[src/rtl/uart_tx_arbiter.sv]
// Two-requester 8N1 UART transmitter with round-robin byte arbitration.
// Optional packet lock (grant held until last=1): define UART_TX_ARBITER_PACKET_LOCK_EN.
module uart_tx_arbiter #(
  parameter int unsigned CLK_DIV = 868
) (
  input  logic       io_mainClk,
  input  logic       io_asyncResetn,
  input  logic       io_reqA_valid,
  input  logic [7:0] io_reqA_payload,
  input  logic       io_reqA_last,
  output logic       io_reqA_ready,
  input  logic       io_reqB_valid,
  input  logic [7:0] io_reqB_payload,
  input  logic       io_reqB_last,
  output logic       io_reqB_ready,
  output logic       io_uart_txd,
  output logic       io_busy,
  output logic [1:0] io_grant
);

  localparam int unsigned CNT_W  = 16;
  localparam int unsigned BIT_W  = 3;
  localparam int unsigned BYTE_W = 8;
  localparam logic [CNT_W-1:0] BIT_RELOAD = CNT_W'(CLK_DIV - 1);
  localparam logic [BIT_W-1:0] LAST_BIT   = BIT_W'(BYTE_W - 1);

  typedef enum logic [1:0] {IDLE, START, DATA, STOP} state_e;

  state_e              state_q, state_d;
  logic [CNT_W-1:0]    cnt_q, cnt_d;
  logic [BIT_W-1:0]    bit_q, bit_d;
  logic [BYTE_W-1:0]   shift_q, shift_d;
  logic [1:0]          owner_q, owner_d;
  logic                prio_b_q, prio_b_d;
  logic                txd_q, txd_d;
  logic                busy_q, busy_d;
  logic [1:0]          grant_q, grant_d;
  logic                elig_a, elig_b;
  logic                pick_a, pick_b;
  logic                xfer;
  logic                cnt_zero;

`ifdef UART_TX_ARBITER_PACKET_LOCK_EN
  logic lock_q, lock_d;
  logic lock_b_q, lock_b_d;
`else
  logic unused_last;
  assign unused_last = io_reqA_last ^ io_reqB_last;
`endif

  // Eligibility and priority pick; a held lock admits only its owner
  always_comb begin
    elig_a = io_reqA_valid;
    elig_b = io_reqB_valid;
`ifdef UART_TX_ARBITER_PACKET_LOCK_EN
    if (lock_q) begin
      elig_a = io_reqA_valid & ~lock_b_q;
      elig_b = io_reqB_valid &  lock_b_q;
    end
`endif
    pick_a = elig_a & (~elig_b | ~prio_b_q);
    pick_b = elig_b & (~elig_a |  prio_b_q);
  end

  // Ready is masked by reset so it drops the instant reset asserts
  assign io_reqA_ready = (state_q == IDLE) & io_asyncResetn & pick_a;
  assign io_reqB_ready = (state_q == IDLE) & io_asyncResetn & pick_b;
  assign xfer          = io_reqA_ready | io_reqB_ready;
  assign cnt_zero      = (cnt_q == '0);

  always_comb begin
    state_d  = state_q;
    cnt_d    = cnt_q;
    bit_d    = bit_q;
    shift_d  = shift_q;
    owner_d  = owner_q;
    prio_b_d = prio_b_q;
`ifdef UART_TX_ARBITER_PACKET_LOCK_EN
    lock_d   = lock_q;
    lock_b_d = lock_b_q;
`endif
    case (state_q)
      IDLE: begin
        if (xfer) begin
          state_d  = START;
          cnt_d    = BIT_RELOAD;
          shift_d  = io_reqB_ready ? io_reqB_payload : io_reqA_payload;
          owner_d  = {io_reqB_ready, io_reqA_ready};
          prio_b_d = io_reqA_ready;
`ifdef UART_TX_ARBITER_PACKET_LOCK_EN
          lock_d   = io_reqB_ready ? ~io_reqB_last : ~io_reqA_last;
          lock_b_d = io_reqB_ready;
`endif
        end
      end
      START: begin
        if (cnt_zero) begin
          state_d = DATA;
          cnt_d   = BIT_RELOAD;
          bit_d   = '0;
        end else begin
          cnt_d = cnt_q - CNT_W'(1);
        end
      end
      DATA: begin
        if (cnt_zero) begin
          cnt_d = BIT_RELOAD;
          if (bit_q == LAST_BIT) begin
            state_d = STOP;
          end else begin
            bit_d   = bit_q + BIT_W'(1);
            shift_d = shift_q >> 1;
          end
        end else begin
          cnt_d = cnt_q - CNT_W'(1);
        end
      end
      STOP: begin
        if (cnt_zero) begin
          state_d = IDLE;
          owner_d = '0;
        end else begin
          cnt_d = cnt_q - CNT_W'(1);
        end
      end
      default: state_d = IDLE;
    endcase

    // Line outputs follow the next state so they change with the state register
    txd_d   = 1'b1;
    busy_d  = (state_d != IDLE);
    grant_d = busy_d ? owner_d : 2'b00;
    case (state_d)
      START:   txd_d = 1'b0;
      DATA:    txd_d = shift_d[0];
      default: txd_d = 1'b1;
    endcase
  end

  always_ff @(posedge io_mainClk or negedge io_asyncResetn) begin
    if (!io_asyncResetn) begin
      state_q  <= IDLE;
      cnt_q    <= '0;
      bit_q    <= '0;
      shift_q  <= '0;
      owner_q  <= '0;
      prio_b_q <= 1'b0;
      txd_q    <= 1'b1;
      busy_q   <= 1'b0;
      grant_q  <= '0;
`ifdef UART_TX_ARBITER_PACKET_LOCK_EN
      lock_q   <= 1'b0;
      lock_b_q <= 1'b0;
`endif
    end else begin
      state_q  <= state_d;
      cnt_q    <= cnt_d;
      bit_q    <= bit_d;
      shift_q  <= shift_d;
      owner_q  <= owner_d;
      prio_b_q <= prio_b_d;
      txd_q    <= txd_d;
      busy_q   <= busy_d;
      grant_q  <= grant_d;
`ifdef UART_TX_ARBITER_PACKET_LOCK_EN
      lock_q   <= lock_d;
      lock_b_q <= lock_b_d;
`endif
    end
  end

  assign io_uart_txd = txd_q;
  assign io_busy     = busy_q;
  assign io_grant    = grant_q;

endmodule

[config.mk]
export PLATFORM = sky130hd
export DESIGN_NAME = uart_tx_arbiter
export DESIGN_NICKNAME = d
export VERILOG_FILES = /design/src/rtl/uart_tx_arbiter.sv
export SDC_FILE = /design/constraint.sdc
export NUM_CORES = 1
export LEC_CHECK = 0
export CAP_MARGIN = 30
export CELL_PAD_IN_SITES_DETAIL_PLACEMENT = 0
export CELL_PAD_IN_SITES_GLOBAL_PLACEMENT = 1
export CORE_AREA = 2 2 75 77
export DETAILED_ROUTE_END_ITERATION = 10
export DIE_AREA = 0 0 77 79
export GPL_TIMING_DRIVEN = 0
export PLACE_DENSITY_LB_ADDON = 0.1
export SLEW_MARGIN = 20
export SYNTH_ARGS = -nofsm -noshare
export SYNTH_HDL_FRONTEND = slang
export SYNTH_SLANG_ARGS = --single-unit
[constraint.sdc]
create_clock -name io_mainClk -period 2.2 [get_ports io_mainClk]
set_input_delay 0.55 -clock io_mainClk [delete_from_list [all_inputs] [get_ports io_mainClk]]
set_output_delay 0.55 -clock io_mainClk [all_outputs]
set_load 0.01 [all_outputs]
==> results of run 1 <==
[flip-flops by register name, indices dropped and copies added, names as in the netlist]
name and cells:
io_grant 2, owner_q 2, cnt_q 16, prio_b_q 1
io_busy 1, bit_q 3, io_uart_txd 1, state_q 2
shift_q 8
[critical path, delay by kind of cell, from the launching register on]
| family | cells | cell delay [ns] |
|---|---|---|
| buffers and inverters | 2 | 0.23 |
| AOI/OAI and AO/OA | 1 | 0.23 |
| xor gates and xnor gates | 1 | 0.15 |
| DFF | 1 | 0.37 |
| adders and majority gates | 1 | 0.18 |
| and+or+nand+nor | 4 | 0.86 |
[final timing paths]
path	from	endpoint	cells past startpoint
setup / recovery	cnt_q[0]	cnt_q[7]	9
hold reg to reg	owner_q[0]	owner_q[0]	1
max in group asynchronous	io_asyncResetn	shift_q[2]	2
min in group io_mainClk	owner_q[0]	owner_q[0]	1
hold / removal	io_asyncResetn	cnt_q[5]	1
setup reg to reg	cnt_q[0]	cnt_q[7]	9
[cell usage after synthesis (all sizes together), types with 2 or more instances]
cell type	n	area, um2
a211oi	2	20.0
a21o	3	30.0
a21oi	15	75.1
a22oi	7	52.6
a31oi	9	56.3
and2	5	31.3
and3	3	28.8
buf	3	33.8
clkbuf	2	7.51
dfrtp	35	876
ha	8	100
inv	10	37.5
mux2i	2	20.0
nand2	21	78.8
nand2b	4	25.0
nand3	5	30.0
nand3b	2	15.0
nand4	3	31.3
nor2	30	125
nor3	5	35.0
nor3b	4	40.0
nor4	3	55.1
o211ai	2	20.0
o21ai	10	53.8
o22a	3	26.3
xor2	9	78.8
[stage by stage]
| step | utilization [%] | cell area, um2 | setup TNS [ns] |
|---|---|---|---|
| after CTS | 50.2 | 2680 | 0 |
| after global placement | 46.7 | 2490 | -67.13 |
| after floorplan | - | 2150 | 0 |
| after global routing | 52.0 | 2780 | -0.00802 |
| final | 52.0 | 2780 | 0 |
| after detailed placement | 47.1 | 2520 | -3.60 |
[per-layer routing]
metal / vias to the layer above / routed length, um
li1: 874 / -
met1: 866 / 2300
met2: 32 / 2240
met3: 2 / 134
met4: 0 / 25
met5: - / 0
[timing repair]
item                       CTS  global route
pin swaps                    1             4
buffers inserted             5             6
setup endpoints to repair   24            27
gates resized for setup     16            12
gates cloned                 0             0
[power breakdown]
group | internal (mW) | switching [mW]
Combinational | 0.0336 | 0.0220
Clock | 0.250 | 0.249
Sequential | 0.661 | 0
Total | 0.945 | 0.271
[final cells by class]
type                       count  area (um2)  area share [%]
clock buffer                   6        82.6            2.97
inverter                      11        42.5            1.53
clock inverter                 2        10.0           0.360
sequential                    36         902            32.5
tap                           72        90.1            3.24
multi-input combinational    169        1260            45.3
buffer                         4        37.5            1.35
timing repair buffer          37         355            12.8
[cell families (layout without fill, tap and decap cells)]
family,count (synthesis),after routing
compound gates,58,58
simple gates,90,90
mux,3,3
xor+xnor,10,10
fa+ha+maj,8,8
flops,36,36
buf+inv,16,60
==> impl_metrics.tcl, run 1 <==
set metrics [dict create \
    min_path_type "in2async" \
    grt_usage_pct 16.5 \
    via_per_inst 5.26 \
    ys.warnings.count 0 \
    drv_cap 0 \
    r2r_slack_ns 0.06 \
    dp.cells 319 \
    power_density_nw_per_um2 438 \
    grt_use_met3_pct 3.75 \
    start_kind "flip-flop" \
    ys_seq_area_share_pct 41.9 \
    end_kind "flip-flop" \
    drt_first_pass_iters 5 \
    synth_top_family_by_area "simple AND/OR/NAND/NOR gates" \
    cts_hold_buf 0 \
    outcome "complete, no violations" \
    slowest_stage "or4_4" \
    netlist_instances 221 \
    n_antenna_cell 0 \
    arrival_ns 2.31 \
    layout_common_cells "35 x dfrtp_1, 26 x nor2_1, 21 x nand2_1" \
    grt_pass1_vias 1645 \
    ant_nets 0 \
    setup_slack_ns 0.0601 \
    syn2layout_area_growth_pct 29.0 \
    fin_worst_skew_ns 0.00805 \
    die_h_um 79 \
    timing.final.crit_share_pct 97.3 \
    synth_edf_count 0 \
    htreeDepth 2 \
    grt_max_degree 24 \
    clock_sinks 36 \
    die_area_um2 6080 \
    slew_violations 0 \
    synth_compound_area_share_pct 19.3 \
    ys_seq_elements 36 \
    ys.flop_type "dfrtp_1" \
    use_met1_pct 22.1 \
    grt_use_met2_pct 27.0 \
    final_common_cell "dfrtp_1" \
    rows 27 \
    num-fill-cells 536 \
    period_needed_ns 2.14 \
    core_um2 5340 \
    cts_tree "built" \
    ir_worst_vdd_mv 0.268 \
    syn_nets 251 \
    tightest_slew_ns 0.497 \
    root_buffer "clkbuf_8" \
    fin_hold_ws_ns 0.125 \
    synthXorXnorAreaFrac_pct 4.07 \
    post-place-ws_ns -0.534 \
    antenna_found_initial 0 \
    clk_latency_ns 0.29 \
    slew_headroom_pct 66.6 \
    vias 1774 \
    critPathMaxFanout 7 \
    globalplace.congestion 0.799 \
    required_ns 2.37 \
    drive_gt1_share_pct 23.8 \
    muxShareOfSynthArea_pct 1.45 \
    numCtsBuffers 5 \
    drtIter0Drc 82 \
    hold_viol 0 \
    nets 294 \
    path_class "reg2reg" \
    busiest_layer "met2" \
    clockBufferDepth 2 \
    crit_chain "inv_2, ha_2, nor3b_4, buf_4, and3_4, a21o_4, or4_4, xor2_2, nor2_2" \
    avgRoutedWirePerCell_um 14.0 \
    dp_hpwl_um 3310 \
    fmax_mhz 467 \
    synth.distinct_cells 55 \
    async_flop_share_pct 100 \
    cts.clk_slew.worst_paths_ns 0.08 \
    io_pins 28 \
    grt_first_pass_wirelength_um 7960 \
    io_buffers 25 \
    synthSimpleGateAreaFrac_pct 24.8 \
    die_w_um 77 \
    drc 0 \
    setup_viol 0 \
    crit_path_max_incr_delay_ns 0.49 \
    p_leak_nw 1.15 \
    drt-total-wl_um 4700 \
    power_mw 1.22 \
    syn-cell-area_um2 2150 \
    fin_cells 337 \
    overflow 0 \
    synth.avg_cell_area_um2 9.74 \
    synthAdderAreaFrac_pct 4.65 \
    start_util_pct 40.3 \
]
(Power assumes the default switching activity.)
==> run 2: changes to the inputs <==
- CTS_CLUSTER_DIAMETER: unset -> 30
==> results of run 2 <==
No change in the layout: final DEF, timing and power equal those of run 1.
